File: src/rtl/pattern_sweep_capture.sv
// Exhaustive stimulus sweep: applies every N_IN-bit pattern in a selectable order,
// captures the response into a valid/ready record and folds each record into a MISR.
module pattern_sweep_capture #(
  parameter int                N_IN   = 3,
  parameter int                N_OUT  = 1,
  parameter int                SETTLE = 1,
  parameter int                MISR_W = 16,
  parameter logic [MISR_W-1:0] POLY   = 16'h1021
) (
  input  logic                    CK,
  input  logic                    reset,
  input  logic                    start,
  input  logic [1:0]              mode,
  output logic [N_IN-1:0]         stim,
  input  logic [N_OUT-1:0]        resp,
  output logic                    rec_valid,
  input  logic                    rec_ready,
  output logic [N_IN+N_OUT-1:0]   rec_data,
  output logic                    busy,
  output logic                    done,
  output logic [MISR_W-1:0]       signature
);

  localparam int              REC_W       = N_IN + N_OUT;
  localparam logic [N_IN-1:0] LAST_INDEX  = {N_IN{1'b1}};
  localparam logic [7:0]      SETTLE_LAST = 8'(SETTLE - 1);

  typedef enum logic [1:0] {
    ST_IDLE,
    ST_APPLY,
    ST_PRESENT,
    ST_DONE
  } state_t;

  state_t            r_state;
  state_t            w_next_state;
  logic              w_launch;
  logic              w_sample;
  logic              w_advance;
  logic              w_busy;
  logic              w_done;
  logic              w_rec_valid;

  logic [1:0]        r_mode;
  logic [N_IN-1:0]   r_index;
  logic [N_IN-1:0]   w_next_index;
  logic [7:0]        r_settle;
  logic [N_IN-1:0]   r_stim;
  logic [REC_W-1:0]  r_rec_data;
  logic [REC_W-1:0]  w_record;
  logic [MISR_W-1:0] r_sig;

  // Sweep order; mode 3 falls through to ascending. Descending is the bitwise
  // complement, which equals (2^N_IN-1)-idx for an N_IN-bit index.
  function automatic logic [N_IN-1:0] pattern_of(input logic [1:0]      m,
                                                 input logic [N_IN-1:0] idx);
    case (m)
      2'd1:    return idx ^ (idx >> 1);
      2'd2:    return ~idx;
      default: return idx;
    endcase
  endfunction

  function automatic logic [MISR_W-1:0] misr_next(input logic [MISR_W-1:0] sig,
                                                  input logic [REC_W-1:0]  data);
    logic [MISR_W-1:0] fb;
    fb = sig[MISR_W-1] ? POLY : '0;
    return {sig[MISR_W-2:0], 1'b0} ^ fb ^ MISR_W'(data);
  endfunction

  assign w_next_index = r_index + N_IN'(1);
  assign w_record     = {r_stim, resp};

  // NOTE: state registers use non-blocking assignments so every flop samples the
  // pre-edge values of its peers; blocking here would create order-dependent races.
  always_ff @(posedge CK or negedge reset) begin
    if (!reset) begin
      r_state <= ST_IDLE;
    end else begin
      r_state <= w_next_state;
    end
  end

  // NOTE: every output of this block gets a default before the case statement, so
  // no path leaves a signal unassigned and no latch is inferred.
  always_comb begin
    w_next_state = r_state;
    w_launch     = 1'b0;
    w_sample     = 1'b0;
    w_advance    = 1'b0;
    w_busy       = 1'b1;
    w_done       = 1'b0;
    w_rec_valid  = 1'b0;
    case (r_state)
      ST_IDLE: begin
        w_busy = 1'b0;
        if (start) begin
          w_launch     = 1'b1;
          w_next_state = ST_APPLY;
        end
      end
      ST_APPLY: begin
        if (r_settle == SETTLE_LAST) begin
          w_sample     = 1'b1;
          w_next_state = ST_PRESENT;
        end
      end
      ST_PRESENT: begin
        w_rec_valid = 1'b1;
        if (rec_ready) begin
          if (r_index == LAST_INDEX) begin
            w_next_state = ST_DONE;
          end else begin
            w_advance    = 1'b1;
            w_next_state = ST_APPLY;
          end
        end
      end
      ST_DONE: begin
        w_done       = 1'b1;
        w_next_state = ST_IDLE;
      end
      default: begin
        w_next_state = ST_IDLE;
      end
    endcase
  end

  always_ff @(posedge CK or negedge reset) begin
    if (!reset) begin
      r_mode     <= 2'd0;
      r_index    <= '0;
      r_settle   <= 8'd0;
      r_stim     <= '0;
      r_rec_data <= '0;
      r_sig      <= '0;
    end else begin
      if (w_launch) begin
        r_mode   <= mode;
        r_index  <= '0;
        r_settle <= 8'd0;
        r_sig    <= '0;
        r_stim   <= pattern_of(mode, '0);
      end
      if (r_state == ST_APPLY) begin
        r_settle <= w_sample ? 8'd0 : r_settle + 8'd1;
      end
      // Response is captured on the last settle cycle, together with the MISR fold.
      if (w_sample) begin
        r_rec_data <= w_record;
        r_sig      <= misr_next(r_sig, w_record);
      end
      if (w_advance) begin
        r_index <= w_next_index;
        r_stim  <= pattern_of(r_mode, w_next_index);
      end
    end
  end

  assign stim      = r_stim;
  assign rec_data  = r_rec_data;
  assign signature = r_sig;
  assign busy      = w_busy;
  assign done      = w_done;
  assign rec_valid = w_rec_valid;

  a_record_hold: assert property (@(posedge CK) disable iff (!reset)
    (rec_valid && !rec_ready) |=> (rec_valid && $stable(rec_data) && $stable(stim)));

  a_done_pulse: assert property (@(posedge CK) disable iff (!reset)
    done |=> !done);

endmodule

File: config.mk
export PLATFORM = sky130hd
export DESIGN_NAME = pattern_sweep_capture
export DESIGN_NICKNAME = d
export VERILOG_FILES = /design/src/rtl/pattern_sweep_capture.sv
export SDC_FILE = /design/constraint.sdc
export NUM_CORES = 1
export LEC_CHECK = 0
export BUFFER_PORTS_ARGS = -buffer_cell sky130_fd_sc_hd__buf_2
export CORE_MARGIN = 1
export CORE_UTILIZATION = 53
export CTS_CLUSTER_DIAMETER = 40
export DETAILED_ROUTE_END_ITERATION = 10
export GPL_ROUTABILITY_DRIVEN = 0
export PLACE_DENSITY = 0.74
export SLEW_MARGIN = 5
export SYNTH_ARGS = -nofsm -noshare
export SYNTH_HDL_FRONTEND = slang
export SYNTH_SLANG_ARGS = --single-unit
File: constraint.sdc
create_clock -name CK -period 4.5 [get_ports CK]
set_input_delay 0.225 -clock CK [delete_from_list [all_inputs] [get_ports CK]]
set_output_delay 0.225 -clock CK [all_outputs]
set_load 0.005 [all_outputs]
==> key figures, run 1 <==
Setup path
  – Worst-path cell chain: ha_1, ha_1, nand2b_1, nor3b_4, a21oi_1, mux2_2
  – Critical Path Max Stage Delay: roughly 0.43 ns
  – Critical setup path kind: flip-flop to flip-flop
  – Startpoint types: flip-flop
  – CP max-delay cell: dfrtp_1
  – Crit Path Max Fanout: 10
  – Most common cell on crit path: ha_1
  – Required time of the critical path: around 4.7 ns
  – Crit path DAT: around 2.2 ns
  – Worst Setup End Kind: flip-flop

Die
  – Core box area: 0.003363 mm^2
  – Initial core utilization: 0.5592
  – DIE AREA: 0.003790 mm^2
  – I/O pin cnt: 33
  – Row cnt: 21
  – Chip Width: roughly 62 um
  – Die span in y: between 60 and 70 um

Synth
  – Register bit total from synthesis: 38
  – Syn Inst Count: 191
  – Post-synthesis adder-cell area fraction: 0.03992
  – Mux contribution to synthesized area: 0.02329
  – Synth Area in Simple Gates: 0.2375
  – Yosys warns: 0
  – Async SR Flop Fraction: 1.000
  – Post-Syn Nets: just over 200
  – Post-synthesis compound-gate area fraction: 0.09914
  – Synth top area share: 0.5057
  – Seq/Total Area, Yosys: 0.5057
  – Number of flops mapped to enable cells by yosys: 0
  – Largest family of logic cells by synthesized area: simple AND/OR/NAND/NOR gates
  – Main synth FF type: dfrtp_1
  – Top cells by area, synth: dfrtp_1 (51%), nand2_1 (7.6%), nand3_1 (5.3%), xnor2_1 (4.7%), ha_1 (4.0%)
  – Area leader, netlist: dfrtp_1
  – Syn Std Cell Area: about 0.0019 mm^2
  – Netlist cell types: 37
  – Post-Synth XOR/XNOR Area: 0.04657
  – Avg Inst Size Synth: approximately 10 um^2

Route
  – Met2 WL: approximately 1600 um
  – Routed wire per std cell: approximately 13 um
  – 1st-iter DRT viols: 100
  – Post-detailed-route count of antenna-violating nets: 0
  – Vias per cell: 5.211
  – Total Routed Length: 3389 um
  – DRC viols: 0
  – WL met3: approximately 150 um
  – Routed via count: 1,407
  – Pre-antenna DRT Iters: 4
  – Top Layer Used: met4
  – Metal-1 WL: between 1500 and 2000 um

Final layout
  – N_diodes: 0
  – Final nets: 236
  – Share of cells above drive strength 1: 0.2143
  – Synthesis-to-finish area growth: 12.11%
  – Final core occ: 0.6269
  – Leading cell types in the layout, fill and taps excluded: nand2_1 (38), dfrtp_1 (38), buf_2 (32)

CTS
  – CTS tree: done
  – CTS sink count: 38
  – CTS max path bufs: 2
  – Setup bufs post-CTS: 0
  – CTS H-tree depth: 2
  – CTS clock-pin slew for the worst setup and hold paths: roughly 0.11 ns
  – Worst-Skew Late Latency: ~0.34 ns
  – Num CTS Buffers: 5
  – Root Driver: clkbuf_4

Global routing
  – GRT Overall Usage: 0.1916
  – Vias in the first global route: ~1,100
  – Largest net degree at the start of global routing: 39
  – First-pass GRT wire length: between 5000 and 6000 um
  – GRT Residual Overflow: 0
  – Antenna violations before repair: 0

Pwr
  – VDD IR-drop max: around 0.31 mV
  – Cell Pwr Density: roughly 620 mW/mm^2
  – Pleak: ~0.0011 uW

Timing
  – Tmin final: approximately 1.9 ns
  – Max Fclk: 520.6 MHz
  – Final setup fails: 0
  – Actual slew at the worst max-slew pin: about 0.83 ns
  – Final slew viol count: 0
  – Slew HR: 0.4479
  – Fin Clk Skew: 0.006328 ns
  – Final setup TNS: 0 ns
  – Final Cycle Share: 0.4269
  – Unrepaired setup endpoints after global routing: false
  – Final hold vios: 0

Run
  – Max-cap violations: 0

Run status
  – Status: completed

Worst hold path
  – Hold WC Path Type: input port to flip-flop

Placement
  – Port-buffer cells: 32
  – Final HPWL DP: 2411 um
==> where the power goes <==
| group | total [uW] | internal (uW) | leakage [uW] | switching, uW |
|---|---|---|---|---|
| clock | 185 | 75.8 | 0.0000353 | 109 |
| combinational | 545 | 243 | 0.000528 | 303 |
| sequential | 570 | 457 | 0.000506 | 114 |
==> cells in the mapped netlist (2+ instances only) <==
cell and n:
xnor2_1 10, o21ai_0 6, buf_6 3, a21oi_1 7, dfrtp_1 38, nor3_1 4
nor2_1 9, nand2_1 38, nor2b_1 3, ha_1 6, mux2_2 3, inv_1 8
or3_1 2, buf_2 3, o21ai_1 7, nand3_1 20, nor3b_4 2, a22o_1 3
==> layout make-up <==
type	instances	area [um^2]
clock buffers	7	55.05
multi-input cells	137	839.6
clock inverters	1	5.005
flip-flops and latches	38	950.9
fillers	302	1255
well taps	46	57.56
repair buffers	33	170.2
inverters	8	30.03
==> critical path: cells and delay by family (launching register included) <==
family / cells / cell delay [ns]
AO/OA/AOI/OAI: 1 / 0.13
adder cells (fa/ha/maj): 2 / 0.37
flip-flops: 1 / 0.43
multiplexers: 1 / 0.29
AND/OR/NAND/NOR: 2 / 0.60
==> cells by family after synthesis <==
kind of cell               Yosys count
and+or+nand+nor                     87
DFF                                 38
AOI/OAI and AO/OA                   30
buffers and inverters               16
xor gates and xnor gates            10
adders and majority gates            6
muxes                                4
==> stage by stage <==
stage	total power, uW	hold slack, ns	cell area (um^2)	setup WS (ns)	instances
after floorplan	973.4	-0.07059	1881	2.742	191
after global placement	1103	0.3635	2038	2.668	261
after detailed placement	1123	0.3678	2038	2.611	261
after CTS	1309	0.08901	2108	2.596	270
after global routing	1415	0.09297	2108	2.446	270
final	1300	0.09770	2108	2.579	270
==> path summary, 6_finish.rpt <==
| kind | slack (ns) | startpoint | end | depth (start not counted) |
|---|---|---|---|---|
| min in group asynchronous | 0.50 | reset | signature[12]$_DFFE_PN0P_ | 2 |
| max | 2.58 | r_index[0]$_DFFE_PN0P_ | r_index[0]$_DFFE_PN0P_ | 6 |
| min reg2reg | 0.48 | rec_data[0]$_DFFE_PN0P_ | rec_data[0]$_DFFE_PN0P_ | 2 |
| max in group asynchronous | 3.48 | reset | stim[0]$_DFFE_PN0P_ | 2 |
| max reg2reg | 2.58 | r_index[0]$_DFFE_PN0P_ | r_index[0]$_DFFE_PN0P_ | 6 |
| min | 0.1 | resp | rec_data[0]$_DFFE_PN0P_ | 3 |
==> timing repair <==
item	in CTS	in global routing
endpoints found under the hold margin	38	0
hold buffers	1	0
resized for setup	0	0
==> metal layers <==
layer / vias to the layer above / GRT usage
met4: 0 / 0.07619
met1: 657 / 0.2615
met5: - / 0
met3: 7 / 0.05672
met2: 31 / 0.2873
li1: 712 / -
==> sequential cells by signal (all words and copies together) (netlist names) <==
name and count:
signature 16, r_settle 8, rec_data 4, r_index 3, stim 3, r_mode 2
r_state 2
Power figures use the tool's default switching activity.
==> run 2, diff against run 1 <==
- clock period: 4.5 -> 1.8 ns (I/O delays scaled with it)
==> run 2 against run 1 <==
Compared with the run above:
- critical endpoint is now stim[0]$_DFFE_PN0P_
- critical path depth grew 1
- count of clock-buffer cells in the layout is the same
- register-to-register slack worse by 2.5 ns
- core utilization rose by 2.2 points
- total power rose to 2.6 times the previous value
- sequential share of layout area is 1.5 points lower
- global-route usage grew 2.6 points
==> key figures, run 2 (synthesis gave the netlist of run 1 again) <==
Final layout
  – Final nets: about 250
  – Multi-input gate area: ~840 um^2
  – N_diodes: 0
  – Largest register FFs: 16
  – Fill cells: 290
  – Share of cells above drive strength 1: 0.2361
  – Cell Count, Final, Fillers Out: about 280
  – Synthesis-to-finish area growth: 15.97%
  – Leading cell types in the layout, fill and taps excluded: nand2_1 (38), dfrtp_1 (38), buf_2 (32)
  – FF/Latch Area: 950.9 um^2

Die
  – Core box area: about 0.0034 mm^2
  – Die span in y: slightly above 60 um
  – DIE AREA: between 0.003 and 0.004 mm^2
  – I/O pin cnt: 33
  – Chip Width: about 60 um
  – Row cnt: 21
  – Initial core utilization: 0.5592

CTS
  – CTS clock-pin slew for the worst setup and hold paths: ~0.1 ns
  – CTS tree: done
  – Num CTS Buffers: 5
  – CTS sink count: 38
  – Setup bufs post-CTS: 0
  – CTS H-tree depth: 2
  – Worst-Skew Late Latency: between 0.3 and 0.4 ns
  – Root Driver: clkbuf_4
  – CTS max path bufs: 2

Global routing
  – Vias in the first global route: approximately 1,300
  – Antenna violations before repair: 0
  – Largest net degree at the start of global routing: 39
  – GRT Residual Overflow: 0
  – GRT Overall Usage: 0.2174
  – First-pass GRT wire length: just under 6000 um

Setup path
  – Reg2Reg Setup Slack: 0.08 ns
  – R2R Path End: stim[0]$_DFFE_PN0P_
  – Required time of the critical path: around 2.1 ns
  – R2R cell count: 7
  – Critical setup path kind: flip-flop to flip-flop
  – CP max-delay cell: dfrtp_1
  – Reg2reg start: r_index[0]$_DFFE_PN0P_
  – Worst-path cell chain: ha_1, ha_1, nand2b_1, nor3b_4, buf_4, o311ai_0, o21ai_1
  – Worst Setup End Kind: flip-flop
  – Critical Path Max Stage Delay: 0.43 ns
  – Crit path DAT: approximately 2 ns
  – Crit Path Max Fanout: 9
  – Most common cell on crit path: ha_1
  – Startpoint types: flip-flop

Pwr
  – Final Power: roughly 3400 uW
  – VDD IR-drop max: between 0.8 and 0.9 mV
  – Cell-internal power: ~2000 uW
  – Sw Pwr: around 1400 uW
  – Cell Pwr Density: 1554 mW/mm^2
  – Clock power frac: 0.137
  – Combinational share of power: 0.452
  – Pleak: ~0.0011 uW
  – Seq pwr share: 0.410
  – Sw frac: 0.4012

Worst hold path
  – Worst hold start: mode[0]
  – Hold WC Path Type: input port to flip-flop
  – Hold-critical path depth: 2
  – Worst Hold Endpoint: r_mode[0]$_DFFE_PN0P_

Route
  – Pre-antenna DRT Iters: 4
  – Vias per cell: ~5.3
  – 1st-iter DRT viols: between 100 and 150
  – Routed via count: about 1,500
  – Total Routed Length: 3719 um
  – Routed wire per std cell: around 13 um
  – Post-detailed-route count of antenna-violating nets: 0
  – DRC viols: 0

Timing
  – Actual slew at the worst max-slew pin: a little over 0.8 ns
  – Fin Clk Skew: between 0.008 and 0.009 ns
  – Unrepaired setup endpoints after global routing: false
  – Final hold vios: 0
  – Final Cycle Share: 0.9557
  – Final slew viol count: 0
  – Tmin final: about 1.7 ns
  – Final setup TNS: 0 ns
  – Final setup fails: 0
  – Max Fclk: slightly below 600 MHz
  – Slew HR: 0.4541

Run
  – Max-cap violations: 0

Placement
  – # placed instances: approximately 270
  – Port-buffer cells: 32
  – Final HPWL DP: 2536 um

Run status
  – Status: completed
run 2: changes by cell type in the layout (fill, tap and decap cells not counted), sizes merged:
cell,delta
dlygate4sd3,+2
buf,+7
run 2: stage by stage:
stage	hold WS (ns)	instance area (um^2)	worst slack, ns	utilization
3_3_place_gp	0.2275	2091	0.1874	0.6217
5_1_grt	0.04034	2181	0.01073	0.6484
6_report	0.03125	2181	0.07980	0.6484
2_1_floorplan	-0.2056	1881	0.04151	-
3_5_place_dp	0.2312	2091	0.1275	0.6217
4_1_cts	0.02538	2181	0.09236	0.6484
run 2: power groups by stage:
stage / clock (uW) / combinational (uW) / sequential [uW]
floorplan: 0 / 1040 / 1400
global placement: 0 / 1470 / 1390
detailed placement: 0 / 1520 / 1410
CTS: 475 / 1540 / 1390
global route: 520 / 1750 / 1440
finish: 465 / 1530 / 1390
run 2: critical path: cells and delay by family (launching register included):
kind,cells,cell delay [ns]
flip-flops,1,0.43
AND/OR/NAND/NOR,2,0.41
AO/OA/AOI/OAI,2,0.25
adder cells (fa/ha/maj),2,0.38
buffers and inverters,1,0.19
run 2: how the worst max path moves through the flow:
stage	depth (start not counted)	slack, ns	to	startpoint
2_1_floorplan	6	0.04	r_index[0]$_DFFE_PN0P_	r_index[0]$_DFFE_PN0P_
3_3_place_gp	6	0.19	r_index[0]$_DFFE_PN0P_	r_index[0]$_DFFE_PN0P_
3_5_place_dp	7	0.13	stim[0]$_DFFE_PN0P_	r_index[0]$_DFFE_PN0P_
4_1_cts	7	0.09	stim[0]$_DFFE_PN0P_	r_index[0]$_DFFE_PN0P_
5_1_grt	7	0.01	stim[1]$_DFFE_PN0P_	r_index[0]$_DFFE_PN0P_
6_report	7	0.08	stim[0]$_DFFE_PN0P_	r_index[0]$_DFFE_PN0P_
run 2: cell type report:
cell class / instances / area share
timing repair buffer: 42 / 0.1113
clock buffer: 7 / 0.02524
clock inverter: 1 / 0.002295
inverter: 8 / 0.01377
multi-input combinational: 137 / 0.3850
tap: 46 / 0.02639
sequential: 38 / 0.4360
run 2: timing repair:
item / CTS / global route
resized for setup: 0 / 0
hold endpoints to repair: 40 / 0
hold buffers: 3 / 0
run 2: layer usage:
layer,global-route usage,vias to the layer above,part of all wire
met2,0.3518,40,0.49
li1,-,733,-
met3,0.03992,9,0.046
met1,0.2817,701,0.45
met4,0.1048,0,0.019
met5,0,-,0
